### config.mk
export PLATFORM = sky130hd
export DESIGN_NAME = x_buffer_ctrl_flat
export DESIGN_NICKNAME = d
export VERILOG_FILES = /design/src/rtl/x_buffer_if.sv /design/src/rtl/x_buffer_ctrl.sv /design/src/flat_wrapper.sv
export SDC_FILE = /design/constraint.sdc
export NUM_CORES = 1
export LEC_CHECK = 0
export ABC_AREA = 1
export BUFFER_PORTS_ARGS = -buffer_cell sky130_fd_sc_hd__buf_4
export CAP_MARGIN = 25
export CORE_MARGIN = 4
export CORE_UTILIZATION = 47
export DETAILED_ROUTE_END_ITERATION = 7
export GPL_ROUTABILITY_DRIVEN = 0
export PLACE_DENSITY = 0.72
export RECOVER_POWER = 25
export SLEW_MARGIN = 20
export SYNTH_ARGS = -nofsm -noshare
export SYNTH_HDL_FRONTEND = slang
export SYNTH_SLANG_ARGS = --single-unit
### constraint.sdc
create_clock -name clk -period 4 [get_ports clk]
set_input_delay 0.4 -clock clk [delete_from_list [all_inputs] [get_ports clk]]
set_output_delay 0.4 -clock clk [all_outputs]
set_load 0.005 [all_outputs]
### src/rtl/x_buffer_if.sv
// Handshake/strobe bundle between the X buffer sequencer and its environment.
// Optional feature macro: XBUF_CTRL_STALL_CNT_EN adds the stall_cnt signal.
interface x_buffer_if #(
  parameter int unsigned ELEM_W = 3,
  parameter int unsigned PASS_W = 2
);
  logic              start;
  logic              in_valid;
  logic              in_ready;
  logic              input_load_en;
  logic              X_shift;
  logic              w_valid;
  logic              mac_en;
  logic              mac_clr;
  logic [ELEM_W-1:0] elem_idx;
  logic [PASS_W-1:0] pass_idx;
  logic              col_done;
  logic              busy;
  logic              done;
`ifdef XBUF_CTRL_STALL_CNT_EN
  logic [15:0]       stall_cnt;
`endif

  // Environment side: issues start, upstream bytes and coefficient availability.
  modport master (
`ifdef XBUF_CTRL_STALL_CNT_EN
    input  stall_cnt,
`endif
    output start, in_valid, w_valid,
    input  in_ready, input_load_en, X_shift, mac_en, mac_clr,
    input  elem_idx, pass_idx, col_done, busy, done
  );

  // Sequencer side.
  modport slave (
`ifdef XBUF_CTRL_STALL_CNT_EN
    output stall_cnt,
`endif
    input  start, in_valid, w_valid,
    output in_ready, input_load_en, X_shift, mac_en, mac_clr,
    output elem_idx, pass_idx, col_done, busy, done
  );
endinterface

### src/rtl/x_buffer_ctrl.sv
// Sequencer for the 4-lane X operand buffer: fills it from the byte stream,
// then replays it N_PASS times by rotation, stalling on coefficient availability.
// Optional feature macro: XBUF_CTRL_STALL_CNT_EN (RUN stall-cycle counter).
module x_buffer_ctrl #(
  parameter int unsigned N_LANE = 4,
  parameter int unsigned DEPTH  = 8,
  parameter int unsigned N_PASS = 4,
  parameter int unsigned PASS_W = 2
) (
  input logic      clk,
  input logic      rst,
  x_buffer_if.slave bus
);
  localparam int unsigned ELEM_W = $clog2(DEPTH);
  localparam int unsigned FILL   = N_LANE * DEPTH;
  localparam int unsigned LOAD_W = $clog2(FILL);

  typedef enum logic [1:0] {S_IDLE, S_LOAD, S_RUN, S_DONE} state_t;

  state_t            state, state_nxt;
  logic [LOAD_W-1:0] load_cnt, load_cnt_nxt;
  logic [ELEM_W-1:0] elem, elem_nxt;
  logic [PASS_W-1:0] pass, pass_nxt;

  logic last_beat, last_elem, last_pass;

  assign last_beat = (load_cnt == LOAD_W'(FILL - 1));
  assign last_elem = (elem == ELEM_W'(DEPTH - 1));
  assign last_pass = (pass == PASS_W'(N_PASS - 1));

  assign bus.elem_idx = elem;
  assign bus.pass_idx = pass;

  // State and counter registers.
  always_ff @(posedge clk) begin
    if (!rst) begin
      state    <= S_IDLE;
      load_cnt <= '0;
      elem     <= '0;
      pass     <= '0;
    end else begin
      state    <= state_nxt;
      load_cnt <= load_cnt_nxt;
      elem     <= elem_nxt;
      pass     <= pass_nxt;
    end
  end

  // Next-state, counter updates and strobes.
  always_comb begin
    state_nxt         = state;
    load_cnt_nxt      = load_cnt;
    elem_nxt          = elem;
    pass_nxt          = pass;
    bus.in_ready      = 1'b0;
    bus.input_load_en = 1'b0;
    bus.X_shift       = 1'b0;
    bus.mac_en        = 1'b0;
    bus.mac_clr       = 1'b0;
    bus.col_done      = 1'b0;
    bus.busy          = 1'b0;
    bus.done          = 1'b0;
    unique case (state)
      S_IDLE: begin
        if (bus.start) begin
          state_nxt   = S_LOAD;
          bus.mac_clr = 1'b1;
        end
      end
      S_LOAD: begin
        bus.busy          = 1'b1;
        bus.in_ready      = 1'b1;
        bus.input_load_en = bus.in_valid;
        if (bus.in_valid) begin
          if (last_beat) begin
            load_cnt_nxt = '0;
            state_nxt    = S_RUN;
          end else begin
            load_cnt_nxt = load_cnt + LOAD_W'(1);
          end
        end
      end
      S_RUN: begin
        bus.busy    = 1'b1;
        bus.X_shift = bus.w_valid;
        bus.mac_en  = bus.w_valid;
        if (bus.w_valid) begin
          elem_nxt = last_elem ? '0 : elem + ELEM_W'(1);
          if (last_elem) begin
            bus.col_done = 1'b1;
            if (last_pass) begin
              pass_nxt  = '0;
              state_nxt = S_DONE;
            end else begin
              pass_nxt    = pass + PASS_W'(1);
              bus.mac_clr = 1'b1;
            end
          end
        end
      end
      S_DONE: begin
        bus.busy  = 1'b1;
        bus.done  = 1'b1;
        state_nxt = S_IDLE;
      end
      default: state_nxt = S_IDLE;
    endcase
  end

`ifdef XBUF_CTRL_STALL_CNT_EN
  logic [15:0] stall_cnt;
  assign bus.stall_cnt = stall_cnt;

  // Saturating count of RUN cycles lost to missing coefficients.
  always_ff @(posedge clk) begin
    if (!rst) begin
      stall_cnt <= '0;
    end else if (state == S_IDLE && bus.start) begin
      stall_cnt <= '0;
    end else if (state == S_RUN && !bus.w_valid && stall_cnt != 16'hFFFF) begin
      stall_cnt <= stall_cnt + 16'd1;
    end
  end
`endif
endmodule

### src/flat_wrapper.sv
// flat-port wrapper written by rule: the top's interface ports become plain ports
module x_buffer_ctrl_flat 
#(
  parameter int unsigned N_LANE = 4,
  parameter int unsigned DEPTH  = 8,
  parameter int unsigned N_PASS = 4,
  parameter int unsigned PASS_W = 2
)
  (clk, rst, bus_start, bus_in_valid, bus_w_valid, bus_in_ready, bus_input_load_en, bus_X_shift, bus_mac_en, bus_mac_clr, bus_elem_idx, bus_pass_idx, bus_col_done, bus_busy, bus_done);
  x_buffer_if #(.ELEM_W(3), .PASS_W(PASS_W)) bus_i ();
  input logic clk;
  input logic rst;
  input wire logic [$bits(bus_i.start)-1:0] bus_start;
  input wire logic [$bits(bus_i.in_valid)-1:0] bus_in_valid;
  input wire logic [$bits(bus_i.w_valid)-1:0] bus_w_valid;
  output wire logic [$bits(bus_i.in_ready)-1:0] bus_in_ready;
  output wire logic [$bits(bus_i.input_load_en)-1:0] bus_input_load_en;
  output wire logic [$bits(bus_i.X_shift)-1:0] bus_X_shift;
  output wire logic [$bits(bus_i.mac_en)-1:0] bus_mac_en;
  output wire logic [$bits(bus_i.mac_clr)-1:0] bus_mac_clr;
  output wire logic [$bits(bus_i.elem_idx)-1:0] bus_elem_idx;
  output wire logic [$bits(bus_i.pass_idx)-1:0] bus_pass_idx;
  output wire logic [$bits(bus_i.col_done)-1:0] bus_col_done;
  output wire logic [$bits(bus_i.busy)-1:0] bus_busy;
  output wire logic [$bits(bus_i.done)-1:0] bus_done;
  assign bus_i.start = bus_start;
  assign bus_i.in_valid = bus_in_valid;
  assign bus_i.w_valid = bus_w_valid;
  assign bus_in_ready = bus_i.in_ready;
  assign bus_input_load_en = bus_i.input_load_en;
  assign bus_X_shift = bus_i.X_shift;
  assign bus_mac_en = bus_i.mac_en;
  assign bus_mac_clr = bus_i.mac_clr;
  assign bus_elem_idx = bus_i.elem_idx;
  assign bus_pass_idx = bus_i.pass_idx;
  assign bus_col_done = bus_i.col_done;
  assign bus_busy = bus_i.busy;
  assign bus_done = bus_i.done;
  x_buffer_ctrl #(.N_LANE(N_LANE), .DEPTH(DEPTH), .N_PASS(N_PASS), .PASS_W(PASS_W)) u_core (.clk(clk), .rst(rst), .bus(bus_i));
endmodule
==> flow_metrics.env, run 1 <==
export IMPL_totalPowerFinal_mw=0.4124
export IMPL_max_vdd_ir_drop_uv=315.5
export IMPL_grt_overflow_total=0
export IMPL_dpl_cell_count=132
export IMPL_holdCritPathClass="in2reg"
export IMPL_htree_levels=1
export IMPL_powerDensity_nw_per_um2=464.8
export IMPL_clkTransAtPathRegs_ps=70
export IMPL_core_area_um2=1366
export IMPL_whs_path_depth=3
export IMPL_start_util=0.5229
export IMPL_switching_share=0.3508
export IMPL_required_ps=3600
export IMPL_vias=640
export IMPL_syn_nets=117
export IMPL_synth_seq_cells=12
export IMPL_crit_chain="inv_1 > ha_1 > nand2_1 > inv_4 > buf_4"
export IMPL_numCtsBuffers=3
export IMPL_final_cell_count_no_fill=136
export IMPL_cts_root_buf="clkbuf_4"
export IMPL_holdBufCountCts=0
export IMPL_grt_pass1_wl_um=2263
export IMPL_startpoint="u_core.state[0]$_SDFFE_PN0P_"
export IMPL_cts_sinks=12
export IMPL_syn_avg_cell_area_um2=7.074
export IMPL_synth_mux_area_frac=0
export IMPL_slew_headroom=0.8304
export IMPL_crit_type="reg2out"
export IMPL_cp_slowest_stage_delay_ps=380
export IMPL_clk_latency_ps=270
export IMPL_power_frac_comb=0.396
export IMPL_critPathLaunchType="flip-flop"
export IMPL_die_height_um=46.99
export IMPL_grt_max_degree=8
export IMPL_yosysSeqAreaShare=0.3363
export IMPL_wl_per_cell_um=9.463
export IMPL_synth_compound_area_share=0.07881
export IMPL_cp_slowest_cell="dfxtp_1"
export IMPL_internal_power_mw=0.2677
export IMPL_clock_path_buffers=2
export IMPL_leakagePower_nw=0.4415
export IMPL_p_clk_frac=0.227
export IMPL_rsz0062_at_grt="false"
export IMPL_synth_top_family_by_area="simple AND/OR/NAND/NOR gates"
export IMPL_dieArea_um2=2208
export IMPL_finalSetupViolations=0
export IMPL_synthAdderAreaFrac=0.1926
export IMPL_yosysWarnings=0
export IMPL_rr_endpoint="u_core.state[1]$_SDFFE_PN0P_"
export IMPL_drc=0
export IMPL_drive_gt1_frac=0.2066
export IMPL_io_pins=18
export IMPL_antenna_diode_count=0
export IMPL_p_seq_frac=0.377
export IMPL_reg2reg_slack_ps=2540
export IMPL_netlist_instances=101
export IMPL_tightest_slew_ps=252.7
export IMPL_grtUsageTotal=0.1458
export IMPL_timing_final_crit_share=0.4542
export IMPL_vias_per_cell=4.706
export IMPL_first_global_vias=550
export IMPL_yosys_area_share_simple=0.2995
export IMPL_final_area_um2=887.1
export IMPL_routed_wirelength_um=1287
export IMPL_final_common_cell="nand2_1"
export IMPL_netlist_area_um2=714.4
export IMPL_clock_fmax_mhz=550.4
export IMPL_first_iter_violations=8
export IMPL_placed_area_um2=853.3
export IMPL_finalHoldViolCount=0
export IMPL_cp_end_kind="primary output"
export IMPL_post_cts_setup_buffer_count=0
export IMPL_final_setup_skew_ps=4.424
export IMPL_status="finished clean"
export IMPL_drtPass1Iterations=3
export IMPL_antenna_left=0
export IMPL_dp_hpwl_um=1095
export IMPL_final_cell_mix="nand2_1, nor2_1, inv_1, buf_4, dfxtp_1"
export IMPL_cap_violations=0
export IMPL_num_rows=13
export IMPL_setup_tns_ps=0
export IMPL_fin_nets=138
export IMPL_io_buffer_count=17
export IMPL_layout_min_cycle_time_ps=1817
export IMPL_r2r_cells=11
export IMPL_synth_xor_area_frac=0
export IMPL_dieWidth_um=46.99
export IMPL_area_growth_pct=24.17
export IMPL_drv_slew=0
export IMPL_cp_data_arrival_time_ps=1420
export IMPL_endpoint="bus_X_shift"
export IMPL_tritoncts="built"
export IMPL_synth_cell_types=17
export IMPL_p_sw_mw=0.1447
export IMPL_cts_resized=0
export IMPL_antenna_found_initial=0
export IMPL_critPathMaxFanout=7
export IMPL_r2r_start="u_core.load_cnt[1]$_SDFFE_PN0P_"
[metal layers]
layer,part of all wire,GRT usage
met5,0,0
met3,0.064,0.03448
met1,0.48,0.1759
met4,0.019,0.08287
met2,0.43,0.2358
[worst min-delay path by stage]
stage / endpoint / slack, ps / from
5_1_grt: u_core.state[1]$_SDFFE_PN0P_ / 390 / rst
4_1_cts: u_core.state[1]$_SDFFE_PN0P_ / 400 / rst
6_report: u_core.state[1]$_SDFFE_PN0P_ / 390 / rst
2_1_floorplan: u_core.load_cnt[0]$_SDFFE_PN0P_ / 460 / u_core.load_cnt[0]$_SDFFE_PN0P_
3_3_place_gp: u_core.load_cnt[0]$_SDFFE_PN0P_ / 470 / u_core.load_cnt[0]$_SDFFE_PN0P_
3_5_place_dp: u_core.bus.pass_idx[1]$_SDFFE_PN0P_ / 480 / u_core.bus.pass_idx[1]$_SDFFE_PN0P_
[stage by stage]
step	setup WS, ps	utilization	hold WS, ps
after global routing	2073	0.6493	394.9
after floorplan	2618	-	457.7
final	2183	0.6493	394.2
after detailed placement	2504	0.6245	479.5
after CTS	2202	0.6511	397.8
after global placement	2517	0.6245	472.3
[registers in the layout, indices dropped and copies added, names as in the netlist]
signal and count:
u_core.bus.elem_idx 3, u_core.bus.pass_idx 2, u_core.load_cnt 5, u_core.state 2
[power groups by stage]
stage                     Sequential (mW)  Combinational [mW]  Clock, mW
after global placement              0.157               0.166          0
final                               0.155               0.163     0.0935
after global routing                0.159               0.190      0.105
after floorplan                     0.155               0.111          0
after detailed placement            0.159               0.166          0
after CTS                           0.156               0.167     0.0943
[worst max-delay path: cells and delay by family (launching register included)]
family                   cells  cell delay, ps
adder cells (fa/ha/maj)      1             240
buffers and inverters        3             310
flip-flops                   1             380
AND/OR/NAND/NOR              1             210
[synthesized netlist by cell type]
| cell | n | share of area |
|---|---|---|
| o21ai_0 | 4 | 0.028 |
| nor2_2 | 1 | 0.0088 |
| ha_1 | 11 | 0.19 |
| nand3_1 | 4 | 0.028 |
| o22ai_1 | 1 | 0.0088 |
| a21oi_1 | 5 | 0.035 |
| nor3_2 | 1 | 0.014 |
| inv_4 | 1 | 0.0088 |
| nand2_1 | 23 | 0.12 |
| dfxtp_1 | 12 | 0.34 |
| nor2_1 | 18 | 0.095 |
| buf_4 | 1 | 0.011 |
| nand2_2 | 2 | 0.018 |
| nand4_1 | 1 | 0.0088 |
| inv_1 | 14 | 0.074 |
| nor3_1 | 1 | 0.0070 |
| o21ai_1 | 1 | 0.0070 |
[logic make-up after synthesis]
family | count (synthesis)
compound gates | 11
flops | 12
fa+ha+maj | 11
buf+inv | 16
simple gates | 51
[layout make-up]
class / instances / area [um^2]
fill: 117 / 479.2
multi-input combinational: 73 / 405.4
sequential: 12 / 240.2
timing repair buffer: 17 / 127.6
inverter: 15 / 58.81
clock buffer: 4 / 36.28
tap: 15 / 18.77
Power figures use the tool's default switching activity.
==> run 2: changes to the inputs <==
--- a/config.mk
+++ b/config.mk
@@ -9,7 +9,7 @@
 export BUFFER_PORTS_ARGS = -buffer_cell sky130_fd_sc_hd__buf_4
 export CAP_MARGIN = 25
 export CORE_MARGIN = 4
-export CORE_UTILIZATION = 47
+export CORE_UTILIZATION = 45
 export DETAILED_ROUTE_END_ITERATION = 7
 export GPL_ROUTABILITY_DRIVEN = 0
 export PLACE_DENSITY = 0.72
==> constraint.sdc (replaced) <==
create_clock -name clk -period 1.5 [get_ports clk]
set_input_delay 0.15 -clock clk [delete_from_list [all_inputs] [get_ports clk]]
set_output_delay 0.15 -clock clk [all_outputs]
set_load 0.005 [all_outputs]
==> flow_metrics.env, run 2 (synthesis results as in run 1) <==
export IMPL_antenna_left=0
export IMPL_drc=0
export IMPL_wl_per_cell_um=10.59
export IMPL_drv_slew=0
export IMPL_first_iter_violations=9
export IMPL_startpoint="u_core.bus.elem_idx[0]$_SDFFE_PN0N_"
export IMPL_io_pins=18
export IMPL_cts_root_buf="clkbuf_4"
export IMPL_critPathMaxFanout=3
export IMPL_fin_nets=140
export IMPL_final_common_cell="nand2_1"
export IMPL_tritoncts="built"
export IMPL_fin_util=0.6570
export IMPL_dieArea_um2=2289
export IMPL_tightest_slew_ps=235.5
export IMPL_reg2reg_slack_ps=140
export IMPL_first_global_vias=565
export IMPL_vias_per_cell=4.727
export IMPL_p_sw_mw=0.4454
export IMPL_largest_reg_flops=5
export IMPL_timing_final_crit_share=0.9370
export IMPL_holdCritPathClass="in2reg"
export IMPL_vias=657
export IMPL_fill_cells=127
export IMPL_powerDensity_nw_per_um2=1232
export IMPL_num_rows=14
export IMPL_switching_share=0.3653
export IMPL_antenna_diode_count=0
export IMPL_die_height_um=47.85
export IMPL_cap_violations=0
export IMPL_cp_data_arrival_time_ps=1260
export IMPL_cts_sinks=12
export IMPL_grt_max_degree=8
export IMPL_fin_ws_ps=94.46
export IMPL_status="finished clean"
export IMPL_r2r_cells=11
export IMPL_routed_wirelength_um=1472
export IMPL_p_clk_frac=0.209
export IMPL_finalHoldViolCount=0
export IMPL_crit_type="reg2out"
export IMPL_endpoint="bus_mac_clr"
export IMPL_required_ps=1350
export IMPL_power_frac_comb=0.431
export IMPL_final_cell_mix="nand2_1, nor2_1, buf_4, inv_1"
export IMPL_grt_pass1_wl_um=2235
export IMPL_drive_gt1_frac=0.3577
export IMPL_grt_overflow_total=0
export IMPL_holdBufCountCts=0
export IMPL_final_setup_skew_ps=2.429
export IMPL_area_growth_pct=38.53
export IMPL_clock_path_buffers=2
export IMPL_p_seq_frac=0.359
export IMPL_critPathLaunchType="flip-flop"
export IMPL_internal_power_mw=0.7738
export IMPL_io_buffer_count=17
export IMPL_dieWidth_um=47.85
export IMPL_pre_cts_ws_ps=105.1
export IMPL_antenna_found_initial=0
export IMPL_clock_fmax_mhz=711.5
export IMPL_start_util=0.4743
export IMPL_htree_levels=1
export IMPL_grtUsageTotal=0.1369
export IMPL_numCtsBuffers=3
export IMPL_finalSetupViolations=0
export IMPL_rr_endpoint="u_core.state[1]$_SDFFE_PN0P_"
export IMPL_clk_latency_ps=260
export IMPL_setup_tns_ps=0
export IMPL_clkTransAtPathRegs_ps=80
export IMPL_r2r_start="u_core.load_cnt[1]$_SDFFE_PN0P_"
export IMPL_leakagePower_nw=0.4501
export IMPL_core_area_um2=1506
export IMPL_slew_headroom=0.8419
export IMPL_totalPowerFinal_mw=1.219
export IMPL_max_vdd_ir_drop_uv=730.2
export IMPL_dp_hpwl_um=1011
export IMPL_drtPass1Iterations=4
export IMPL_largest_register="u_core.load_cnt"
export IMPL_layout_min_cycle_time_ps=1406
export IMPL_cp_end_kind="primary output"
run 2: cell count changes in the layout (fill, tap and decap cells not counted), moves of 3 or more:
cell     before  now
dfxtp_1      12    6
ha_4          0    4
dfxtp_2       0    6
ha_1         11    5
buf_4        12   16
nand2_1      24   21
run 2: power by group through the flow:
stage | clock, mW | sequential (mW) | combinational [mW]
after floorplan | 0 | 0.413 | 0.295
after global placement | 0 | 0.418 | 0.433
after detailed placement | 0 | 0.421 | 0.440
after CTS | 0.266 | 0.416 | 0.449
after global routing | 0.274 | 0.445 | 0.617
final | 0.255 | 0.438 | 0.526
run 2: per-layer routing:
metal,global-route usage,share of wire
met4,0.06452,0.0082
met5,0,0
met3,0.02256,0.054
met2,0.2164,0.50
met1,0.1796,0.43
run 2: how the worst min path moves through the flow:
stage               from                              end  slack [ps]  cells past startpoint
floorplan            rst     u_core.state[1]$_SDFFE_PN0P_         270                      2
global placement     rst     u_core.state[1]$_SDFFE_PN0P_         420                      3
detailed placement   rst     u_core.state[1]$_SDFFE_PN0P_         440                      3
CTS                  rst     u_core.state[1]$_SDFFE_PN0P_         140                      3
global route         rst  u_core.load_cnt[1]$_SDFFE_PN0P_         160                      3
finish               rst     u_core.state[1]$_SDFFE_PN0P_         150                      3
run 2: cell type report:
class | count | area, um^2 | area share
Inverter | 15 | 58.81 | 0.05942
Clock buffer | 4 | 36.28 | 0.03666
Tap cell | 16 | 20.02 | 0.02023
Multi-Input combinational cell | 73 | 484.2 | 0.4893
Timing Repair Buffer | 19 | 142.6 | 0.1441
Sequential cell | 12 | 247.7 | 0.2503
run 2: per-stage QoR:
step           area, um^2  cells  hold slack, ps
2_1_floorplan       714.4    101           270.4
3_3_place_gp        854.6    133           423.9
3_5_place_dp        854.6    133           436.2
4_1_cts             907.1    138           138.4
5_1_grt             989.7    139           162.7
6_report            989.7    139           147.4
run 2: critical path, cell delays in order (launching register included):
cell and delay [ps]:
dfxtp_2 370, ha_4 160, ha_4 140, nand2_1 70, o22ai_2 120, buf_4 130
run 2: repair_timing:
action,in CTS,in global routing
pin swaps,1,4
endpoints found under the setup margin,4,7
hold endpoints to repair,0,0
gates resized for setup,5,17
setup buffers,1,1
